`src/rtl/instr_sequencer.sv`:
```
// Program sequencer for the two-register processor: fetches 16-bit words from a
// synchronous ROM, issues each one with a single run pulse and waits for done.
module instr_sequencer #(
  parameter int ADDR_W  = 5,
  parameter int TIMEOUT = 8
) (
  input  logic              clk_i,
  input  logic              reset_i,
  input  logic              start_i,
  input  logic [ADDR_W-1:0] prog_end_i,
  output logic [ADDR_W-1:0] mem_addr_o,
  input  logic [15:0]       mem_data_i,
  output logic [15:0]       instr_o,
  output logic              run_o,
  input  logic              done_i,
  output logic              busy_o,
  output logic              halted_o,
  output logic              err_o,
  output logic [ADDR_W:0]   instr_count_o
);

  localparam logic [2:0] S_IDLE  = 3'd0;
  localparam logic [2:0] S_FETCH = 3'd1;
  localparam logic [2:0] S_LOAD  = 3'd2;
  localparam logic [2:0] S_ISSUE = 3'd3;
  localparam logic [2:0] S_WAIT  = 3'd4;
  localparam logic [2:0] S_HALT  = 3'd5;

  localparam int                 WDOG_W   = $clog2(TIMEOUT);
  localparam logic [WDOG_W-1:0]  WDOG_MAX = WDOG_W'(TIMEOUT - 1);
  localparam logic [WDOG_W-1:0]  WDOG_ONE = WDOG_W'(1);
  localparam logic [ADDR_W-1:0]  PC_ONE   = ADDR_W'(1);
  localparam logic [ADDR_W:0]    CNT_ONE  = (ADDR_W + 1)'(1);

  logic [2:0]        state_q, state_d;
  logic [ADDR_W-1:0] pc_q, pc_d;
  logic [ADDR_W-1:0] pend_q, pend_d;
  logic [15:0]       instr_q, instr_d;
  logic [WDOG_W-1:0] wdog_q, wdog_d;
  logic              err_q, err_d;
  logic [ADDR_W:0]   cnt_q, cnt_d;
  logic              run_q, busy_q, halted_q;

  // Next-state logic; start is only accepted from IDLE or HALT.
  always_comb begin
    state_d = state_q;
    pc_d    = pc_q;
    pend_d  = pend_q;
    instr_d = instr_q;
    wdog_d  = wdog_q;
    err_d   = err_q;
    cnt_d   = cnt_q;
    case (state_q)
      S_IDLE, S_HALT: begin
        if (start_i) begin
          state_d = S_FETCH;
          pc_d    = '0;
          cnt_d   = '0;
          err_d   = 1'b0;
          pend_d  = prog_end_i;
        end else begin
          state_d = state_q;
        end
      end
      S_FETCH: state_d = S_LOAD;
      S_LOAD: begin
        instr_d = mem_data_i;
        state_d = S_ISSUE;
      end
      S_ISSUE: begin
        wdog_d  = '0;
        state_d = S_WAIT;
      end
      S_WAIT: begin
        // done takes priority over a watchdog expiring in the same cycle
        if (done_i) begin
          cnt_d = cnt_q + CNT_ONE;
          if (pc_q == pend_q) begin
            state_d = S_HALT;
          end else begin
            pc_d    = pc_q + PC_ONE;
            state_d = S_FETCH;
          end
        end else if (wdog_q == WDOG_MAX) begin
          err_d   = 1'b1;
          state_d = S_HALT;
        end else begin
          wdog_d = wdog_q + WDOG_ONE;
        end
      end
      default: state_d = S_IDLE;
    endcase
  end

  // State and output registers; flags are registered from the next state.
  always_ff @(posedge clk_i) begin
    if (reset_i) begin
      state_q  <= S_IDLE;
      pc_q     <= '0;
      pend_q   <= '0;
      instr_q  <= 16'h0000;
      wdog_q   <= '0;
      err_q    <= 1'b0;
      cnt_q    <= '0;
      run_q    <= 1'b0;
      busy_q   <= 1'b0;
      halted_q <= 1'b0;
    end else begin
      state_q  <= state_d;
      pc_q     <= pc_d;
      pend_q   <= pend_d;
      instr_q  <= instr_d;
      wdog_q   <= wdog_d;
      err_q    <= err_d;
      cnt_q    <= cnt_d;
      run_q    <= (state_d == S_ISSUE);
      busy_q   <= (state_d == S_FETCH) || (state_d == S_LOAD) ||
                  (state_d == S_ISSUE) || (state_d == S_WAIT);
      halted_q <= (state_d == S_HALT);
    end
  end

  assign mem_addr_o    = pc_q;
  assign instr_o       = instr_q;
  assign run_o         = run_q;
  assign busy_o        = busy_q;
  assign halted_o      = halted_q;
  assign err_o         = err_q;
  assign instr_count_o = cnt_q;

endmodule

```
`config.mk`:
```
export PLATFORM = sky130hd
export DESIGN_NAME = instr_sequencer
export DESIGN_NICKNAME = d
export VERILOG_FILES = /design/src/rtl/instr_sequencer.sv
export SDC_FILE = /design/constraint.sdc
export NUM_CORES = 1
export LEC_CHECK = 0
export BUFFER_PORTS_ARGS = -buffer_cell sky130_fd_sc_hd__buf_2
export CORE_ASPECT_RATIO = 1.1
export CORE_UTILIZATION = 50
export DETAILED_ROUTE_END_ITERATION = 16
export GPL_TIMING_DRIVEN = 0
export PLACE_DENSITY = 0.78
export SYNTH_ARGS = -nofsm -noshare
export SYNTH_HDL_FRONTEND = slang
export SYNTH_SLANG_ARGS = --single-unit
```
`constraint.sdc`:
```
create_clock -name clk_i -period 4.05 [get_ports clk_i]
set_clock_uncertainty 0.1 [all_clocks]
set_input_delay 0 -clock clk_i [delete_from_list [all_inputs] [get_ports clk_i]]
set_output_delay 0 -clock clk_i [all_outputs]
set_load 0.05 [all_outputs]
```
Word-level counts from Yosys, hierarchy flattened
Index checks and enable logic that the tools add are counted.
{"block": "totals", "reg_bits": 42, "in_bits": 25, "output_inout_bits": 31}
{"block": "classes", "n_eq_ne": 18, "addsub": 3, "n_reduce_logical": 12, "muxes": 19}
{"cell": "3-bit 2-to-1 mux", "count": 6}
{"cell": "3-bit == test (second input constant)", "count": 5}
{"cell": "5-bit 2-to-1 mux", "count": 3}
{"cell": "3-bit case mux with 5 select lines", "count": 1}
{"cell": "3-bit by 2-bit == test with 1-bit output (second input constant)", "count": 4}
{"cell": "6-bit 2-to-1 mux", "count": 2}
{"cell": "2-bit inequality test (second input constant)", "count": 6}
{"cell": "6-bit case mux with 2 select lines", "count": 1}
{"cell": "5-bit case mux with 2 select lines", "count": 1}
{"cell": "4-bit AND reduction", "count": 2}
{"cell": "6-bit by 1-bit adder with 6-bit output (second input constant)", "count": 1}
{"cell": "3-bit by 1-bit == test with 1-bit output (second input constant)", "count": 2}
{"cell": "3-bit case mux with 2 select lines", "count": 1}
{"cell": "3-bit AND reduction", "count": 2}
{"cell": "5-bit by 1-bit adder with 5-bit output (second input constant)", "count": 1}
{"cell": "5-bit == test", "count": 1}
{"cell": "2-bit nonzero test", "count": 2}
{"cell": "3-bit by 1-bit adder with 3-bit output (second input constant)", "count": 1}
{"cell": "3-bit logical NOT", "count": 1}
{"cell": "1-bit logical OR", "count": 3}
{"cell": "1-bit 2-to-1 mux", "count": 3}
{"cell": "1-bit case mux with 2 select lines", "count": 1}
{"cell": "2-bit AND reduction", "count": 1}
{"cell": "2-bit OR reduction", "count": 1}

Logic depth before layout (Yosys ltp)
Gate-level depths: netlist (run 1).
{"block": "depth", "depth_word": 8, "ltp_mapped": 7}

Least setup slack after synthesis (run 1)
Ideal clock, no wire load.
{"block": "synth_path", "path_type": "flip-flop to flip-flop", "start": "register mem_addr_o[3] (netlist name)", "end": "register wdog_q[0]", "setup_ns": 0.132, "required_ns": 3.818, "n_path_buf": 0, "stages_incl_launch_ff": 6, "arrival_ns": 1.630, "synth_period_minus_slack_ns": 1.863, "path_slack_ns": 2.187, "path_cell_list": "dfxtp_1 xor2_1 nor4_4 a21oi_4 nor3b_1 nor3_1"}
{"element": "to (signal assigned)", "line_no": "113", "source": "wdog_q <= wdog_d;"}
{"element": "to (decl)", "line_no": "39", "source": "logic [WDOG_W-1:0] wdog_q, wdog_d;"}

Worst setup path in the final report (run 1)
{"block": "layout_path", "start": "register state_q[2]", "end": "register err_q (netlist: err_o)"}
{"block": "layout_between", "elab_chain_len": 4, "word_cells_on_any_way": 10, "classes_between": "eq/ne (5); mux (1); reduce/logical (4)"}
{"element": "from (decl)", "line_no": "35", "source": "logic [2:0] state_q, state_d;"}
{"element": "from (signal assigned)", "line_no": "109", "source": "state_q <= state_d;"}
{"element": "3-bit == test or 3-bit logical NOT (tied branches)", "line_no": "53", "source": "case (state_q)"}
{"element": "2-bit OR reduction", "line_no": "53"}
{"element": "2-bit inequality test (no line) or 2-bit nonzero test (tied branches)"}
{"element": "4-bit AND reduction (no line)"}
{"element": "to (signal assigned)", "line_no": "114", "source": "err_q <= err_d;"}
{"element": "to (decl)", "line_no": "40", "source": "logic err_q, err_d;"}
Parallel ways exist; a longest one is shown, timed or not.
A chain may end at the register's enable or synchronous reset.

==> results of run 1 <==
-- metrics by stage --
stage / total power, W / hold WS [ns] / utilization [%] / setup WS [ns]
global route: 0.00110 / 0.304 / 74.4 / 2.04
global placement: 0.000691 / 0.140 / 63.9 / 2.33
finish: 0.00105 / 0.316 / 74.4 / 2.14
CTS: 0.00105 / 0.299 / 74.4 / 2.19
floorplan: 0.000638 / 0.0360 / - / 2.19
detailed placement: 0.000695 / 0.145 / 63.9 / 2.30
-- path summary, 6_finish.rpt --
path	start	end	cells after the start
max reg2reg	state_q[2]	err_o	5
max	state_q[2]	err_o	5
min reg2reg	instr_o[6]	instr_o[6]	2
min	mem_data_i[13]	instr_o[13]	4
-- cell type report --
class | instances | area (um2) | share of cell area [%]
Tap cell | 48 | 60.1 | 2.35
Clock buffer | 6 | 51.3 | 2.00
Multi-Input combinational cell | 162 | 975 | 38.1
Buffer | 10 | 51.3 | 2.00
Clock inverter | 2 | 60.1 | 2.35
Timing Repair Buffer | 79 | 520 | 20.3
Sequential cell | 42 | 841 | 32.9
-- critical path, cell delays in order (launching register included) --
cell and delay, ns:
dfxtp_1 0.38, buf_4 0.20, xor2_2 0.33, o21ai_0 0.13, a21oi_1 0.14, dlygate4sd3_1 0.57
-- cell families (layout without fill, tap and decap cells) --
logic type	after synthesis	count (layout)	share of synthesized area, %
buf+inv	10	97	2.75
mux	2	2	1.07
compound gates	50	50	15.6
xor+xnor	13	13	6.90
fa+ha+maj	4	4	2.68
flops	42	42	45.0
simple gates	93	93	25.9
-- synthesized netlist by cell type, types with 2 or more instances --
master	instances
o21ai_1	4
and3_1	2
clkbuf_1	6
o21ai_0	7
nand3b_1	3
mux2i_1	2
nand4bb_1	2
nand4_1	5
buf_2	2
ha_1	4
a21oi_1	30
nor3_1	2
nand2b_1	2
dfxtp_1	42
nor3b_1	2
nor2b_1	2
xor2_1	10
nor2_1	18
nand2_1	45
-- layer usage --
| layer | vias up | track usage, % | part of all wire, % |
|---|---|---|---|
| met5 | - | 0 | 0 |
| met4 | 0 | 8.14 | 1.7 |
| met3 | 10 | 7.83 | 6.2 |
| met2 | 65 | 46.3 | 50 |
| met1 | 826 | 26.6 | 42 |
| li1 | 904 | - | - |
-- power by group through the flow --
stage / sequential (W) / clock (W) / combinational, W
floorplan: 0.000518 / 0 / 0.000120
global placement: 0.000461 / 0 / 0.000229
detailed placement: 0.000462 / 0 / 0.000233
CTS: 0.000453 / 0.000349 / 0.000251
global route: 0.000457 / 0.000367 / 0.000276
finish: 0.000454 / 0.000344 / 0.000256
-- registers in the layout (all words and copies together) (netlist names) --
signal,flops
instr_o,16
instr_count_o,6
mem_addr_o,5
pend_q,5
state_q,3
wdog_q,3
busy_o,1
err_o,1
halted_o,1
run_o,1
-- what timing repair did --
item	CTS	global route
endpoints found under the hold margin	24	0
setup endpoints to repair	0	0
hold buffers	25	0
==> out/qor.yml, run 1 <==
status:
  status: "finished clean"
clock_network:
  cts.sinks: 42
  htree_levels: 2
  cts_root_buf: "clkbuf_4"
  clk_pin_slew_ns: 0.12
  cts_buffers: 5
  insertion_delay_ns: 0.35
  clockBufferDepth: 2
  post_cts_buffers: 0
  cts_tree: "built"
  cts_resized: 0
die:
  start_util_pct: 54.3
  die_h_um: 66.1
  rows: 22
  io-pin-count: 56
  core_area_um2: 3440
  dieArea_um2: 3980
  dieWidth_um: 60.3
cells_and_area:
  fillers: 252
  layout_common_cells: "buf_2, nand2_1, dfxtp_1"
  syn_to_final_growth_pct: 37.1
  design_area_um2: 2560
  drive_above_1_share_pct: 25.2
  layoutNonFillerInstCount: 349
  final_nets: 329
  diodes: 0
  final_common_cell: "buf_2"
yosys:
  syn_inst: 214
  yosysUniqueCellTypes: 43
  ys_top_cells_by_area: "dfxtp_1, nand2_1, a21oi_1"
  synth_seq_cells: 42
  synth_nets: 243
  yosysSeqAreaShare_pct: 45.0
  synth_top_area_cell: "dfxtp_1"
  synth_top_area_share_pct: 45.0
  yosys_warnings: 0
  ys_dominant_reg_cell: "dfxtp_1"
  syn-cell-area_um2: 1870
  syn_avg_cell_area_um2: 8.72
  synth_edf_count: 0
  async_reset_ff_share_pct: 0
sta:
  max_freq_mhz: 524
  finalCriticalPeriod_ns: 1.91
  rsz0062_at_grt: "no"
  final_hold_viol_count: 0
  tns_ns: 0
  worst_pin_slew_ns: 0.500
  finalCritPeriodShare_pct: 47.1
  slew_viol_final: 0
  setup_viol: 0
  relSlewSlack_pct: 66.7
place:
  postPlaceCellArea_um2: 2200
  dp_cells: 316
  place_congestion: 0.789
  dp_hpwl_um: 2820
  portBuffers: 54
power_and_ir_drop:
  power.internal_w: 0.000735
  pwr-share-clk_pct: 32.7
  p_leak_nw: 1.16
  peakVddDrop_uv: 236
  power.switching_w: 0.000318
  p_sw_share_pct: 30.2
  p_seq_share_pct: 43.1
  p_comb_share_pct: 24.3
  power_density_nw_per_um2: 412
critical_path:
  cp-end-kind: "flip-flop"
  required_ns: 4.25
  crit_path_start_kind: "flip-flop"
  r2r_slack_ns: 2.14
  critPathArrivalTime_ns: 2.11
  path_max_fanout: 10
  path_class: "flip-flop to flip-flop"
routing:
  vias: 1805
  via_per_inst: 5.17
  drt_first_pass_iters: 4
  ant_nets: 0
  drt_iter0_drc: 89
  drc: 0
  wl_per_cell_um: 13.1
  routed_wl_um: 4590
run:
  drv_cap: 0
grt:
  track_usage_pct: 25.3
  grt_start_max_net_pins: 14
  grt_pass1_wl_um: 7420
  antenna_found_initial: 0
  overflow: 0
  grt_pass1_vias: 1718
hold_path:
  min_path_type: "input pin to flip-flop"
Note: power is estimated with default switching activity, not from simulation.
==> run 2, diff against run 1 <==
- CORE_UTILIZATION: 50 -> 46
- PLACE_DENSITY: 0.78 -> 0.75
- clock period: 4.05 -> 1.5 ns (I/O delays scaled with it)
==> run 2 against run 1 <==
  * The flow now finishes with violations (negative setup slack)
  * Final area rose by 15%
  * Sequential share of layout area fell by 3.1 points
  * Via count is 5.7% higher
  * Core utilization rose by 3.5 points
  * Flip-flop and latch count did not move
  * Routed wire length increased by 16%
  * Worst setup slack lost 2.3 ns
  * First-iteration DRC count rose by 5.6%
  * Hold slack got worse by 0.28 ns
  * Largest cell class unchanged
  * Final cell count rose by 2.6%
  * Critical path depth up 1
  * Die area increased by 8.4%
==> out/qor.yml, run 2 (synthesis gave the netlist of run 1 again) <==
status:
  status: "finished, violations left"  # was finished clean
  violations: "negative setup slack"
cells_and_area:
  final_common_cell: "buf_2"  # unchanged
  largest_reg_flops: 16  # unchanged
  layout_common_cells: "buf_2, nand2_1, dfxtp_1"  # unchanged
  final_nets: 336  # was 329
  drive_above_1_share_pct: 41.6  # was 25.2%
  syn_to_final_growth_pct: 57.2  # was 37.1%
  diodes: 0  # unchanged
die:
  dieArea_um2: 4320  # was 3980 um2
  io-pin-count: 56  # unchanged
  rows: 23  # was 22
  die_h_um: 68.8  # was 66.1 um
  dieWidth_um: 62.7  # was 60.3 um
  start_util_pct: 49.5  # was 54.3%
  core_area_um2: 3770  # was 3440 um2
sta:
  relSlewSlack_pct: 61.9  # was 66.7%
  setup_viol: 11  # was 0
  final_hold_viol_count: 0  # unchanged
  worst_pin_slew_ns: 0.572  # was 0.500 ns
  slew_viol_final: 0  # unchanged
  whs_ns: 0.0401  # was 0.316 ns
  setup_slack_ns: -0.191  # was 2.14 ns
  finalCritPeriodShare_pct: 113  # was 47.1%
  tns_ns: -1.43  # was 0 ns
  max_freq_mhz: 591  # was 524 MHz
  rsz0062_at_grt: "yes"  # was no
  finalCriticalPeriod_ns: 1.69  # was 1.91 ns
hold_path:
  hold_depth: 3  # was 4
  min_path_type: "input pin to flip-flop"  # unchanged
routing:
  via_per_inst: 5.33  # was 5.17
  drc: 0  # unchanged
  vias: 1908  # was 1805
  wl_per_cell_um: 14.8  # was 13.1 um
  drt_iter0_drc: 94  # was 89
  drt_first_pass_iters: 4  # unchanged
  ant_nets: 0  # unchanged
  routed_wl_um: 5300  # was 4590 um
critical_path:
  r2r-start: "wdog_q[1]"  # was state_q[2]
  critPathArrivalTime_ns: 1.84  # was 2.11 ns
  crit_path_start_kind: "flip-flop"  # unchanged
  path_max_fanout: 5  # was 10
  reg2reg_depth: 6  # was 5
  endpoint: "mem_addr_o[2]"  # was err_o
  rr_endpoint: "mem_addr_o[2]"  # was err_o
  cp-end-kind: "flip-flop"  # unchanged
  critPathSlowestCell: "dfxtp_4"  # was dlygate4sd3_1
  r2r_slack_ns: -0.19  # was 2.14 ns
  cpPeakStageDelay_ns: 0.36  # was 0.57 ns
  path_class: "flip-flop to flip-flop"  # unchanged
  required_ns: 1.65  # was 4.25 ns
  path_common_cell: "ha_4"
  crit_chain: "ha_4, ha_4, or3_4, a22o_4, a31oi_4, a41o_1"  # was buf_4, xor2_2, o21ai_0, a21oi_1, dlygate4sd3_1
  startpoint: "wdog_q[1]"  # was state_q[2]
grt:
  antenna_found_initial: 0  # unchanged
  grt_pass1_vias: 1804  # was 1718
  grt_pass1_wl_um: 8080  # was 7420 um
  overflow: 0  # unchanged
  grt_start_max_net_pins: 15  # was 14
  track_usage_pct: 24.9  # was 25.3%
clock_network:
  cts_buffers: 5  # unchanged
  cts_tree: "built"  # unchanged
  cts_root_buf: "clkbuf_8"  # was clkbuf_4
  insertion_delay_ns: 0.31  # was 0.35 ns
  cts.sinks: 42  # unchanged
  clockBufferDepth: 2  # unchanged
  htree_levels: 2  # unchanged
  clk_pin_slew_ns: 0.08  # was 0.12 ns
place:
  place_congestion: 0.805  # was 0.789
  dp_hpwl_um: 2910  # was 2820 um
  portBuffers: 54  # unchanged
run:
  drv_cap: 0  # unchanged
power_and_ir_drop:
  power_density_nw_per_um2: 1070  # was 412 nW/um2
  peakVddDrop_uv: 730  # was 236 uV
  p_leak_nw: 1.24  # was 1.16 nW
==> run 2: how the worst min path moves through the flow <==
stage,endpoint,start
after floorplan,instr_o[0],mem_data_i[0]
after global placement,instr_o[14],mem_data_i[14]
after detailed placement,instr_o[15],mem_data_i[15]
after CTS,err_o,done_i
after global routing,err_o,done_i
final,err_o,done_i
==> run 2: where the power goes <==
part           switching, W  internal, W  total (W)
sequential        0.0000477      0.00118    0.00122
combinational      0.000545     0.000347   0.000892
clock              0.000414     0.000600    0.00101
==> run 2: worst max-delay path: cells and delay by family, from the launching register on <==
family / cells / cell delay, ns
compound gates: 3 / 0.52
fa+ha+maj: 2 / 0.32
flops: 1 / 0.36
simple gates: 1 / 0.34
==> run 2: metrics by stage <==
| step | total power, W | instance area, um2 | util [%] | worst slack (ns) | std cells |
|---|---|---|---|---|---|
| finish | 0.00313 | 2930 | 77.8 | -0.191 | 358 |
| global placement | 0.00186 | 2250 | 59.7 | -0.160 | 318 |
| CTS | 0.00305 | 2780 | 73.7 | -0.168 | 354 |
| floorplan | 0.00172 | 1920 | - | -0.0800 | 214 |
| detailed placement | 0.00187 | 2250 | 59.7 | -0.180 | 318 |
| global route | 0.00326 | 2930 | 77.8 | -0.238 | 358 |
==> run 2: layout make-up <==
class,count,area [um2]
fill,245,836
buffer,9,68.8
clock inverter,2,38.8
multi-input combinational,163,1220
sequential,42,873
clock buffer,6,93.8
timing repair buffer,86,579
tap,50,62.6
==> run 2: repair_timing <==
item | in CTS | in global routing
cloned | 1 | 0
hold buffers | 21 | 0
hold endpoints to repair | 21 | 0
setup buffers | 7 | 4
setup endpoints to repair | 24 | 26
pin swaps | 14 | 14
gates resized for setup | 25 | 29
==> run 2: metal layers <==
layer	global-route usage [%]	vias up	part of all wire [%]
met5	0	-	0
met4	12.5	0	2.0
met3	7.24	11	6.0
met2	45.9	77	51
met1	26.4	897	41
li1	-	923	-
